`src/rtl/pwm_peripheral.sv`:
```
// 16-pin output driver: each pin is off, static-high, or a PWM waveform with a shared 8-bit duty.
// The duty is shadowed and swapped only at period boundaries, so every period carries a single duty.
module pwm_peripheral #(
    parameter int CLK_DIV = 13
) (
    input  logic        clk,
    input  logic        rst_n,
    input  logic [7:0]  en_reg_out_7_0,
    input  logic [7:0]  en_reg_out_15_8,
    input  logic [7:0]  en_reg_pwm_7_0,
    input  logic [7:0]  en_reg_pwm_15_8,
    input  logic [7:0]  pwm_duty_cycle,
    output logic [15:0] out,
    output logic        period_start
);
    localparam int PRE_W = (CLK_DIV > 1) ? $clog2(CLK_DIV) : 1;
    localparam logic [PRE_W-1:0] PRE_MAX = PRE_W'(CLK_DIV - 1);

    logic [PRE_W-1:0] r_pre;
    logic [7:0]       r_cnt;
    logic [7:0]       r_duty_act;
    logic             r_wrap;
    logic             r_period_start;
    logic [15:0]      r_out;

    logic             w_tick;
    logic             w_boundary;
    logic             w_pwm_level;
    logic [15:0]      w_en_out;
    logic [15:0]      w_en_pwm;
    logic [15:0]      w_out_next;

    // With CLK_DIV=1 the prescaler is pinned at 0 and PRE_MAX is 0, so tick is always 1.
    assign w_tick      = (r_pre == PRE_MAX);
    assign w_boundary  = w_tick && (r_cnt == 8'hFF);
    assign w_pwm_level = (r_duty_act == 8'hFF) || (r_cnt < r_duty_act);
    assign w_en_out    = {en_reg_out_15_8, en_reg_out_7_0};
    assign w_en_pwm    = {en_reg_pwm_15_8, en_reg_pwm_7_0};
    assign w_out_next  = w_en_out & (~w_en_pwm | {16{w_pwm_level}});

    // r_wrap marks the first cycle with cnt==0; period_start is delayed once more to line up with out.
    always_ff @(posedge clk or negedge rst_n) begin
        if (!rst_n) begin
            r_pre          <= '0;
            r_cnt          <= 8'd0;
            r_duty_act     <= 8'd0;
            r_wrap         <= 1'b0;
            r_period_start <= 1'b0;
            r_out          <= 16'h0000;
        end else begin
            r_pre <= w_tick ? '0 : r_pre + 1'b1;
            if (w_tick) begin
                r_cnt <= r_cnt + 8'd1;
            end
            if (w_boundary) begin
                r_duty_act <= pwm_duty_cycle;
            end
            r_wrap         <= w_boundary;
            r_period_start <= r_wrap;
            r_out          <= w_out_next;
        end
    end

    assign out          = r_out;
    assign period_start = r_period_start;
endmodule
```
`config.mk`:
```
export PLATFORM = sky130hd
export DESIGN_NAME = pwm_peripheral
export DESIGN_NICKNAME = d
export VERILOG_FILES = /design/src/rtl/pwm_peripheral.sv
export SDC_FILE = /design/constraint.sdc
export NUM_CORES = 1
export LEC_CHECK = 0
export ABC_AREA = 1
export CAP_MARGIN = 25
export CORE_MARGIN = 8
export CORE_UTILIZATION = 45
export DETAILED_ROUTE_END_ITERATION = 6
export MAX_ROUTING_LAYER = met4
export PLACE_DENSITY = 0.79
export SLEW_MARGIN = 20
export SYNTH_ARGS = -nofsm -noshare
export SYNTH_HDL_FRONTEND = slang
export SYNTH_SLANG_ARGS = --single-unit
export TNS_END_PERCENT = 10
```
`constraint.sdc`:
```
create_clock -name clk -period 1.9 [get_ports clk]
set_input_delay 0.38 -clock clk [delete_from_list [all_inputs] [get_ports clk]]
set_output_delay 0.38 -clock clk [all_outputs]
set_load 0.03 [all_outputs]
```
==> out/metrics.csv <==
stage,metric,value,unit
timing,Slew @ Worst Pin,0.468,ns
floorplan,row cnt,22,
clock_network,CTS tree,built,
floorplan,die outline area,0.00611,mm2
power_and_ir_drop,Reg power frac,54.3,%
worst_setup_path,CP Max Fanout,16,
layout,Synth-to-Final Area Change,41.2,%
synthesis,Mapped Nets,239,
timing,worst hold margin,0.134,ns
grt,total gr overflow,0,
timing,Achievable Freq,592,MHz
floorplan,Core ar.,0.00369,mm2
detailed_routing,DR vias,1372,
worst_hold_path,Hold Crit Class,in2async,
floorplan,IO Count,59,
power_and_ir_drop,clock power share,33.4,%
timing,min setup slack post-route,0.211,ns
synthesis,Synth top area share,54.7,%
clock_network,CTS Buf Count,5,
grt,initial antenna violation count,0,
timing,setup_tns,0,ns
place,Placement Cell Area,0.00237,mm2
layout,NumNets Final,304,
layout,fin area,0.00245,mm2
synthesis,Syn Area/Cell,9.29,um2
synthesis,"area leader, netlist",dfrtp_1,
timing,Slew HR,68.8,%
worst_setup_path,CP endpoint kind,flip-flop,
detailed_routing,drt initial violations,47,
layout,fin util,66.5,%
worst_setup_path,"Largest delay share family, worst path",simple AND/OR/NAND/NOR gates,
floorplan,Die Wd,78.1,um
timing,setup violators final,0,
worst_setup_path,CP peak stage delay,0.43,ns
timing,post-route minimum period,1.69,ns
place,GPL Wtd Cong,0.815,
clock_network,Max Buffers Root-to-Sink,2,
synthesis,Synth cell types,21,
layout,n_diodes,0,
detailed_routing,ANT nets after route,0,
layout,"commonest non-fill, non-tap cell in the layout",clkdlybuf4s50_1,
timing,"Hold Violations, Final",0,
worst_setup_path,CP Launch Type,flip-flop,
status,status,"complete, no violations",
synthesis,Synth Cell Area,0.00174,mm2
power_and_ir_drop,Gate power share,12.3,%
worst_setup_path,Worst Path Required,2.13,ns
power_and_ir_drop,Sw Share,22.3,%
detailed_routing,Pre-Repair DR Iteration Count,4,
detailed_routing,final wirelength,3740,um
timing,unrepaired setup endpoints after global routing,no,
detailed_routing,vias per cell,4.57,
power_and_ir_drop,Final Power,1.53,mW
synthesis,"EDFF count, synth",0,
power_and_ir_drop,IR Drop Worst-Case VDD,0.441,mV
clock_network,Clock Tree Root,clkbuf_8,
grt,first-pass GRT wire length,6560,um
grt,number of global-route vias before repair,1499,
worst_setup_path,critical path's slowest cell,dfrtp_1,
place,Buffers on Ports,58,
timing,Slew Limit Fails,0,
synthesis,YS warnings,0,
power_and_ir_drop,Sw Pwr,341,uW
synthesis,Synth Instances,187,
power_and_ir_drop,Leakage Power,1.26,nW
synthesis,ys async rst share,100,%
power_and_ir_drop,Pwr Density,623,mW/mm2
layout,fin cells,300,
worst_setup_path,crit path buf inv count,1,
floorplan,Starting Density,47.1,%
clock_network,setup bufs post-CTS,0,
layout,most frequent cells in the layout,"clkdlybuf4s50_1 (57), nand2_1 (45), inv_1 (39)",
worst_setup_path,worst setup path class,reg2reg,
floorplan,die height,78.1,um
synthesis,sequential fraction of the synthesis area,54.7,%
place,placed cell count,293,
clock_network,"Reg clk slew, reported paths",0.07,ns
clock_network,Clock Sinks,38,
worst_setup_path,CP Data Arrival Time,1.91,ns
place,Detailed Place HPWL,2880,um
detailed_routing,WL/cell,12.5,um
run,Max-Cap Viols,0,
timing,period utilisation layout,88.9,%
grt,Tot GR Track Use,13.8,%
power_and_ir_drop,P_int,1.19,mW
worst_setup_path,CP cell instances,ha_1 > a21oi_1 > nor2_1 > nor3_1 > nand2_2 > nand3_1 > nand2_1 > inv_1,
clock_network,"Clk Latency, worst-skew pair",0.29,ns
timing,Clock Skews,0.00453,ns
clock_network,depth of the CTS H-tree,2,
synthesis,"top cells by area, synth","dfrtp_1 (55%), nand2_1 (9.9%), inv_1 (8.4%)",
layout,layout cells sized above 1,6.75,%
place,dpl ws,0.0974,ns
synthesis,Most used DFF post-synth,dfrtp_1,
detailed_routing,post-detailed-route DRC marker count,0,
synthesis,#FFs+latches synth,38,
layout,fillcell total,323,
grt,largest net degree at the start of global routing,39,
[power by group through the flow]
| stage | Clock [mW] | Combinational, mW | Sequential (mW) |
|---|---|---|---|
| finish | 0.510 | 0.187 | 0.830 |
| global route | 0.570 | 0.202 | 0.831 |
| CTS | 0.529 | 0.191 | 0.830 |
| detailed placement | 0 | 0.190 | 0.846 |
| global placement | 0 | 0.189 | 0.845 |
| floorplan | 0 | 0.0126 | 0.883 |
[synth_stat cells (2+ instances only)]
master and instances:
xnor2_1 2, dfrtp_1 38, nand3_1 17, xor2_1 5
nor2_1 3, ha_1 10, buf_2 2, o21ai_0 8
inv_1 39, nor3_1 3, a21oi_1 4, nand2_1 46
nand4_1 2
[per-layer routing]
layer  share of wire (%)  GRT usage, %
met5                   0             -
met4                 2.2          6.67
met3                 6.4          4.67
met2                  48          21.9
met1                  44          15.2
[state kept, by name, indices dropped and copies added (netlist names)]
register / cells
period_start: 1
r_duty_act: 8
r_pre: 4
r_wrap: 1
r_cnt: 8
out: 16
[kinds of logic after synthesis]
kind of cell	Yosys count	synth area share [%]
AOI/OAI and AO/OA	13	3.96
xor gates and xnor gates	7	3.53
adders and majority gates	10	7.20
buffers and inverters	42	9.65
DFF	38	54.7
and+or+nand+nor	77	21.0
[repair_timing]
action | in CTS | in global routing
endpoints found under the setup margin | 0 | 16
hold buffers | 0 | 0
resized for setup | 0 | 1
[path summary, 6_finish.rpt]
kind | from | endpoint | slack, ns | depth (start not counted)
max | r_cnt[5] | out[1] | 0.21 | 8
min | rst_n | period_start | 0.13 | 2
max reg2reg | r_cnt[5] | out[1] | 0.21 | 8
min reg2reg | r_wrap | period_start | 0.36 | 0
max in group asynchronous | rst_n | out[10] | 1.43 | 2
min in group clk | r_wrap | period_start | 0.36 | 0
[final cells by class]
cell class / count / area (um2) / area share [%]
Clock buffer: 7 / 76.3 / 3.11
Inverter: 39 / 146 / 5.97
Multi-Input combinational cell: 107 / 622 / 25.3
Sequential cell: 38 / 951 / 38.8
Tap cell: 48 / 60.1 / 2.45
Timing Repair Buffer: 61 / 598 / 24.4
No activity file was read; power rests on OpenSTA's default activity.
